$ cat src/rtl/ram_arbiter.sv
// ram_arbiter: shares one data RAM between the CPU load/store path and a
// DMA/program-loader port. Each access is latched, strobed for one cycle,
// then acknowledged. The CPU has fixed priority. A starvation counter and a
// burst lock let the DMA make progress under continuous CPU traffic.
module ram_arbiter #(
  parameter int ADDR_W   = 8,
  parameter int DATA_W   = 8,
  parameter int MAX_WAIT = 4
) (
  input  logic              i_clk,
  input  logic              i_rst,
  input  logic              i_cpu_req,
  input  logic              i_cpu_wen,
  input  logic [ADDR_W-1:0] i_cpu_addr,
  input  logic [DATA_W-1:0] i_cpu_wdata,
  output logic              o_cpu_ack,
  output logic [DATA_W-1:0] o_cpu_rdata,
  output logic              o_cpu_stall,
  input  logic              i_dma_req,
  input  logic              i_dma_wen,
  input  logic [ADDR_W-1:0] i_dma_addr,
  input  logic [DATA_W-1:0] i_dma_wdata,
  input  logic              i_dma_lock,
  output logic              o_dma_ack,
  output logic [DATA_W-1:0] o_dma_rdata,
  output logic              o_ram_cen,
  output logic              o_ram_wen,
  output logic              o_ram_ren,
  output logic [ADDR_W-1:0] o_ram_addr,
  output logic [DATA_W-1:0] o_ram_wdata,
  input  logic [DATA_W-1:0] i_ram_rdata
);

  typedef enum logic [1:0] {
    S_IDLE = 2'd0,
    S_ACC  = 2'd1,
    S_ACK  = 2'd2
  } state_t;

  // Saturation point of the starvation counter (MAX_WAIT is 1..15).
  localparam logic [3:0] WAIT_MAX = 4'(MAX_WAIT);

  state_t              state;
  logic                owner_dma;
  logic [ADDR_W-1:0]   cmd_addr;
  logic [DATA_W-1:0]   cmd_wdata;
  logic [3:0]          wait_cnt;
  logic                lock;
  logic                cen_q;
  logic                wen_q;
  logic                ren_q;
  logic                cpu_ack_q;
  logic                dma_ack_q;
  logic [DATA_W-1:0]   cpu_rdata_q;
  logic [DATA_W-1:0]   dma_rdata_q;

  logic                grant_any;
  logic                grant_dma;
  logic                lock_hold;
  logic                starve;
  logic                sel_wen;
  logic [ADDR_W-1:0]   sel_addr;
  logic [DATA_W-1:0]   sel_wdata;

  // Arbitration among the live requests; only acted on in S_IDLE.
  // The lock only holds while the DMA keeps asking for it, so a request
  // presented with i_dma_lock=0 already competes normally in that cycle.
  always_comb begin
    lock_hold = lock & i_dma_req & i_dma_lock;
    starve    = (wait_cnt == WAIT_MAX) & i_dma_req;
    grant_any = 1'b0;
    grant_dma = 1'b0;
    if (lock_hold || starve) begin
      grant_any = 1'b1;
      grant_dma = 1'b1;
    end else if (i_cpu_req) begin
      grant_any = 1'b1;
      grant_dma = 1'b0;
    end else if (i_dma_req) begin
      grant_any = 1'b1;
      grant_dma = 1'b1;
    end
    sel_wen   = grant_dma ? i_dma_wen   : i_cpu_wen;
    sel_addr  = grant_dma ? i_dma_addr  : i_cpu_addr;
    sel_wdata = grant_dma ? i_dma_wdata : i_cpu_wdata;
  end

  // Access FSM: latches the winning command, strobes the RAM for one cycle,
  // captures read data and pulses the owner's ack.
  always_ff @(posedge i_clk or posedge i_rst) begin
    if (i_rst) begin
      state       <= S_IDLE;
      owner_dma   <= 1'b0;
      cmd_addr    <= '0;
      cmd_wdata   <= '0;
      wait_cnt    <= 4'd0;
      lock        <= 1'b0;
      cen_q       <= 1'b0;
      wen_q       <= 1'b0;
      ren_q       <= 1'b0;
      cpu_ack_q   <= 1'b0;
      dma_ack_q   <= 1'b0;
      cpu_rdata_q <= '0;
      dma_rdata_q <= '0;
    end else begin
      case (state)
        S_IDLE: begin
          if (!i_dma_req || !i_dma_lock) lock <= 1'b0;
          if (grant_any) begin
            owner_dma <= grant_dma;
            cmd_addr  <= sel_addr;
            cmd_wdata <= sel_wdata;
            cen_q     <= 1'b1;
            wen_q     <= sel_wen;
            ren_q     <= ~sel_wen;
            state     <= S_ACC;
            if (grant_dma) begin
              wait_cnt <= 4'd0;
              lock     <= i_dma_lock;
            end else if (i_dma_req && (wait_cnt != WAIT_MAX)) begin
              wait_cnt <= wait_cnt + 4'd1;
            end
          end
        end
        S_ACC: begin
          cen_q <= 1'b0;
          wen_q <= 1'b0;
          ren_q <= 1'b0;
          if (owner_dma) begin
            dma_ack_q <= 1'b1;
            if (ren_q) dma_rdata_q <= i_ram_rdata;
          end else begin
            cpu_ack_q <= 1'b1;
            if (ren_q) cpu_rdata_q <= i_ram_rdata;
          end
          state <= S_ACK;
        end
        S_ACK: begin
          cpu_ack_q <= 1'b0;
          dma_ack_q <= 1'b0;
          state     <= S_IDLE;
        end
        default: begin
          state <= S_IDLE;
        end
      endcase
    end
  end

  assign o_ram_cen   = cen_q;
  assign o_ram_wen   = wen_q;
  assign o_ram_ren   = ren_q;
  assign o_ram_addr  = cmd_addr;
  assign o_ram_wdata = cmd_wdata;
  assign o_cpu_ack   = cpu_ack_q;
  assign o_dma_ack   = dma_ack_q;
  assign o_cpu_rdata = cpu_rdata_q;
  assign o_dma_rdata = dma_rdata_q;
  assign o_cpu_stall = i_cpu_req & ~cpu_ack_q;

endmodule

$ cat config.mk
export PLATFORM = sky130hd
export DESIGN_NAME = ram_arbiter
export DESIGN_NICKNAME = d
export VERILOG_FILES = /design/src/rtl/ram_arbiter.sv
export SDC_FILE = /design/constraint.sdc
export NUM_CORES = 1
export LEC_CHECK = 0
export ABC_CLOCK_PERIOD_IN_PS = 2300
export CELL_PAD_IN_SITES_DETAIL_PLACEMENT = 1
export CELL_PAD_IN_SITES_GLOBAL_PLACEMENT = 1
export CORE_ASPECT_RATIO = 0.8
export CORE_MARGIN = 8
export CORE_UTILIZATION = 32
export DETAILED_ROUTE_END_ITERATION = 8
export PLACE_DENSITY_LB_ADDON = 0.1
export SLEW_MARGIN = 20
export SYNTH_ARGS = -nofsm -noshare
export SYNTH_HDL_FRONTEND = slang
export SYNTH_SLANG_ARGS = --single-unit
$ cat constraint.sdc
create_clock -name i_clk -period 2.3 [get_ports i_clk]
set_input_delay 0.345 -clock i_clk [delete_from_list [all_inputs] [get_ports i_clk]]
set_output_delay 0.345 -clock i_clk [all_outputs]
set_load 0.1 [all_outputs]
==> impl_metrics.ini, run 1 <==
[status]
run_status = complete, no violations

[sta]
relSlewSlack_pct = 69.5
clock.fmax_mhz = 552
finalMaxSlewViolations = 0
timing.final.ws_setup_ps = 490
timing.clock.skew_ps = 6.68
setup_viol = 0
layout_min_cycle_time_ps = 1810
hold_viol_final = 0
worst_slew_pin_slew_ps = 457
finalSetupTns_ps = 0
grt_setup_unrepaired = false
timing.final.crit_share_pct = 78.7
fin_hold_ws_ps = 377

[worst_hold_path]
min_path_type = input pin to async pin

[placed_design]
place_ws_ps = 225
dpl.hpwl_um = 4020
place.port_buffers = 84
gp_routability_congestion = 0.707

[worst_setup_path]
startpoint_type = flop
path_class = flop to flop
path_cells = inv_1 > ha_1 > and3b_1 > o21ai_2 > buf_4 > mux2i_1 > o21ai_1
cpPeakStageDelay_ps = 450
crit_path_end_kind = flop
cp_num_buf_inv = 2
cp_top_family = flip-flops
crit_path_top_delay_cell = sky130_fd_sc_hd__dfrtp_1
worst_ep_required_time_ps = 2470
path_max_fanout = 11
worst_ep_arrival_time_ps = 1980

[detailed_routing]
count_of_vias_placed_by_the_detailed_router = 1520
route.detailed.vias_per_inst = 4.50
avgRoutedWirePerCell_um = 15.1
number_of_routed_nets_with_antenna_violations = 0
route.final.wire_length_um = 5100
detail_route.drc_violations = 0
detail_route.first_pass.iterations = 3
drt_iter0_markers = 19

[final_layout]
most-common-layout-cells = sky130_fd_sc_hd__clkdlybuf4s50_1 (46), sky130_fd_sc_hd__dfrtp_1 (45), sky130_fd_sc_hd__buf_4 (41), sky130_fd_sc_hd__nand2_1 (25), sky130_fd_sc_hd__mux2i_1 (17)
layout_commonest_cell = sky130_fd_sc_hd__clkdlybuf4s50_1
finalCoreUtilization_pct = 49.5
nets = 305
antenna_cells_inserted = 0
layout-area-overhead-vs-synth_pct = 48.7
post_route_cells_drive_above_1_share_pct = 30.7

[synth]
synth.area.top_cells = sky130_fd_sc_hd__dfrtp_1 (57%), sky130_fd_sc_hd__mux2_2 (9.1%), sky130_fd_sc_hd__mux2i_1 (8.6%)
synth_top_area_share_pct = 56.9
ys_warn_count = 0
average_instance_area_after_synthesis_um2 = 11.9
synth_seq_cells = 45
postSynthCellCount = 166
synth.yosys.seq_area_share_pct = 56.9
cell_taking_the_most_area_after_synthesis = sky130_fd_sc_hd__dfrtp_1
netlist-cell-type-count = 31
netlist_area_pre_place_mm2 = 0.00198
net_count_of_the_mapped_netlist = 215

[floorplanning]
die_x_um = 104
design.die.area_mm2 = 0.00897
initial_core_util_pct = 33.3
die_y_um = 86.3
fp.coreArea_mm2 = 0.00594
placementRows = 25
io_pins = 85

[cts]
clock_tree.buffer_depth = 2
cts_root_buffer = sky130_fd_sc_hd__clkbuf_8
ctsHtreeMaxLevel = 2
numClockSinks = 45
cts.reportedPaths.clkPinSlew_ps = 90
post_cts_hold_buffer_count = 0
cts_inserted_buffers = 5
cts_resized = 0
cts_tree = done
post-cts-setup-buffer-count = 0
clock_insertion_delay_worst_skew_ps = 290

[global_route]
first_global_vias = 1681
first_pass_grt_wire_length_um = 8670
grt_start_max_net_pins = 39
grt_usage_pct = 11.8
antenna_found_initial = 0
grt_overflow = 0

[flow_run]
maxCapViolCount = 0
sequential cells by signal, indices dropped and copies added, names as in the netlist:
name / flops
o_ram_addr: 8
owner_dma: 1
o_ram_wdata: 8
o_ram_ren: 1
lock: 1
o_dma_rdata: 8
wait_cnt: 4
o_cpu_rdata: 8
o_ram_cen: 1
o_cpu_ack: 1
o_dma_ack: 1
o_ram_wen: 1
state: 2
layout make-up:
cell class | instances | area [um^2]
clock buffer | 6 | 82.6
clock inverter | 2 | 13.8
timing repair buffer | 89 | 808
fill | 663 | 3000
tap | 81 | 101
inverter | 5 | 18.8
sequential | 45 | 1130
multi-input combinational | 110 | 791
cell usage after synthesis, drive strengths merged:
| master | number |
|---|---|
| a21bo | 1 |
| a21oi | 1 |
| a22o | 1 |
| and3b | 1 |
| buf | 4 |
| clkbuf | 2 |
| dfrtp | 45 |
| ha | 2 |
| inv | 5 |
| mux2 | 16 |
| mux2i | 17 |
| nand2 | 25 |
| nand2b | 3 |
| nand3 | 3 |
| nor2 | 4 |
| nor2b | 1 |
| nor3 | 2 |
| o21ai | 27 |
| o21bai | 1 |
| o221a | 1 |
| o2bb2ai | 1 |
| or2 | 1 |
| or3 | 1 |
| or3b | 1 |
metrics by stage:
step	cells	cell area, um^2
2_1_floorplan	166	1980
3_3_place_gp	330	2850
3_5_place_dp	330	2850
4_1_cts	338	2940
5_1_grt	338	2940
6_report	338	2940
worst paths after layout:
kind / startpoint / to / slack, ps / depth (start not counted)
worst max-delay path: wait_cnt[0] / o_ram_addr[0] / 490 / 7
worst min-delay path: i_rst / wait_cnt[0] / 380 / 2
worst max register to register: wait_cnt[0] / o_ram_addr[0] / 490 / 7
worst min register to register: o_ram_cen / o_ram_cen / 480 / 2
max in group asynchronous: i_rst / o_ram_ren / 1430 / 3
min in group i_clk: o_ram_cen / o_ram_cen / 480 / 2
cell families (layout without fill, tap and decap cells):
family	Yosys count	after routing	synth area share (%)
buffers and inverters	11	102	3.42
muxes	33	33	17.7
AOI/OAI and AO/OA	33	33	10.1
and+or+nand+nor	42	42	10.6
adders and majority gates	2	2	1.26
DFF	45	45	56.9
metal layers:
layer  wire length (um)  GRT usage, %  vias to the layer above
met3                415          5.04                        4
met5                  0             0                        -
li1                   -             -                      752
met2               2270          17.8                       55
met1               2360          14.9                      709
met4                 51          3.93                        0
Power of run 1 is not shown: default switching activity piles up to over one toggle a cycle in this logic, so the estimate is an artifact.
==> run 2: changes to the inputs <==
--- a/config.mk
+++ b/config.mk
@@ -5,12 +5,12 @@
 export SDC_FILE = /design/constraint.sdc
 export NUM_CORES = 1
 export LEC_CHECK = 0
-export ABC_CLOCK_PERIOD_IN_PS = 2300
+export ABC_CLOCK_PERIOD_IN_PS = 1600
 export CELL_PAD_IN_SITES_DETAIL_PLACEMENT = 1
 export CELL_PAD_IN_SITES_GLOBAL_PLACEMENT = 1
 export CORE_ASPECT_RATIO = 0.8
 export CORE_MARGIN = 8
-export CORE_UTILIZATION = 32
+export CORE_UTILIZATION = 29
 export DETAILED_ROUTE_END_ITERATION = 8
 export PLACE_DENSITY_LB_ADDON = 0.1
 export SLEW_MARGIN = 20
==> constraint.sdc (replaced) <==
create_clock -name i_clk -period 1.6 [get_ports i_clk]
set_input_delay 0.24 -clock i_clk [delete_from_list [all_inputs] [get_ports i_clk]]
set_output_delay 0.24 -clock i_clk [all_outputs]
set_load 0.1 [all_outputs]
==> impl_metrics.ini, run 2 (synthesis gave the netlist of run 1 again) <==
[final_layout]
layout_commonest_cell = sky130_fd_sc_hd__clkdlybuf4s50_1
nets = 319
antenna_cells_inserted = 0
most-common-layout-cells = sky130_fd_sc_hd__clkdlybuf4s50_1 (46), sky130_fd_sc_hd__dfrtp_1 (44), sky130_fd_sc_hd__buf_12 (42), sky130_fd_sc_hd__nand2_1 (25), sky130_fd_sc_hd__mux2i_1 (17)
final_cell_count_no_fill = 358
finalCoreUtilization_pct = 53.1
post_route_cells_drive_above_1_share_pct = 34.7
postLayoutCellArea_mm2 = 0.00359
layout-area-overhead-vs-synth_pct = 81.3

[worst_setup_path]
worst-r2r-cell-count = 8
worst_ep_arrival_time_ps = 1770
path_max_fanout = 11
path_class = flop to flop
startpoint_type = flop
reg2reg_slack_ps = 20
reg2reg_to = o_ram_wdata[7]
crit_path_end_kind = flop
critical_path.reg2reg.startpoint = wait_cnt[0]
worst_ep_required_time_ps = 1780

[placed_design]
dp.cells = 349
dpl.hpwl_um = 4590
dpl-instance-area_mm2 = 0.00346
gp_routability_congestion = 0.722
place.port_buffers = 84

[detailed_routing]
count_of_vias_placed_by_the_detailed_router = 1613
route.detailed.vias_per_inst = 4.51
detail_route.first_pass.iterations = 4
detail_route.drc_violations = 0
route.final.wire_length_um = 5630
avgRoutedWirePerCell_um = 15.7
number_of_routed_nets_with_antenna_violations = 0
drt_iter0_markers = 19

[sta]
worst_slew_pin_slew_ps = 326
layout_min_cycle_time_ps = 1580
timing.clock.skew_ps = 7.29
finalMaxSlewViolations = 0
relSlewSlack_pct = 78.2
timing.final.crit_share_pct = 99.0
clock.fmax_mhz = 631
hold_viol_final = 0
setup_viol = 0
grt_setup_unrepaired = true

[cts]
cts_tree = done
post_cts_hold_buffer_count = 0
clock_tree.buffer_depth = 2
cts_root_buffer = sky130_fd_sc_hd__clkbuf_8
cts.reportedPaths.clkPinSlew_ps = 90
numClockSinks = 45
cts_inserted_buffers = 5
ctsHtreeMaxLevel = 2
clock_insertion_delay_worst_skew_ps = 300

[flow_run]
maxCapViolCount = 0

[floorplanning]
design.die.area_mm2 = 0.00974
initial_core_util_pct = 29.3
fp.coreArea_mm2 = 0.00676
die_x_um = 108
die_y_um = 89.9
io_pins = 85
placementRows = 27

[global_route]
grt_overflow = 0
grt_usage_pct = 12.2
antenna_found_initial = 0
first_pass_grt_wire_length_um = 9510
first_global_vias = 1913
grt_start_max_net_pins = 27

[status]
run_status = complete, no violations

[worst_hold_path]
min_path_type = input pin to async pin
run 2: changes by cell type in the layout (fill, tap and decap cells not counted), moves of 2 or more:
cell / delta
sky130_fd_sc_hd__o21ai_1: +2
sky130_fd_sc_hd__buf_4: -27
sky130_fd_sc_hd__o21ai_0: -2
sky130_fd_sc_hd__buf_12: +40
run 2: cell type report:
type                    instances  area [um^2]
fillers                       685         3170
repair buffers                103         1420
flip-flops and latches         45         1130
multi-input cells             110          798
well taps                      87          109
clock buffers                   7         86.3
clock inverters                 1         30.0
inverters                       5         18.8
run 2: worst max-delay path by stage:
stage / slack [ps] / cells after the start / start / to
2_1_floorplan: -50 / 1 / o_cpu_ack / o_cpu_stall
3_3_place_gp: -190 / 7 / i_cpu_req / o_ram_wdata[1]
3_5_place_dp: -200 / 7 / i_cpu_req / o_ram_addr[0]
4_1_cts: -4 / 8 / wait_cnt[0] / o_ram_addr[2]
5_1_grt: -70 / 8 / wait_cnt[1] / o_ram_addr[2]
6_report: 20 / 8 / wait_cnt[0] / o_ram_wdata[7]
run 2: per-layer routing:
metal  part of all wire, %  track usage [%]  vias up  wire, um
li1                      -                -      783         -
met1                    41             13.9      775      2290
met2                    50             20.3       49      2800
met3                   8.4             5.28        6       474
met4                   1.2             3.53        0        65
met5                     0                0        -         0
run 2: critical path: stages (launching register included):
cell                      delay, ps
sky130_fd_sc_hd__dfrtp_1        350
sky130_fd_sc_hd__inv_1           50
sky130_fd_sc_hd__ha_2           160
sky130_fd_sc_hd__and3b_1        210
sky130_fd_sc_hd__o21ai_2        140
sky130_fd_sc_hd__buf_6          150
sky130_fd_sc_hd__buf_12         140
sky130_fd_sc_hd__mux2i_1        200
sky130_fd_sc_hd__o21ai_1         70
run 2: metrics by stage:
| step | worst slack (ps) | setup TNS [ps] | hold WS, ps |
|---|---|---|---|
| final | 16.0 | 0 | 212 |
| after global routing | -67.1 | -752 | 234 |
| after CTS | -4.45 | -6.54 | 215 |
| after detailed placement | -205 | -3440 | 516 |
| after global placement | -193 | -3160 | 514 |
| after floorplan | -46.5 | -46.5 | 376 |
run 2: timing repair:
item                                    in CTS  in global routing
setup buffers                                0                  1
resized for setup                            1                  2
pin swaps                                    0                  0
endpoints found under the setup margin       5                 18
Power of run 2 is left out for the same reason.
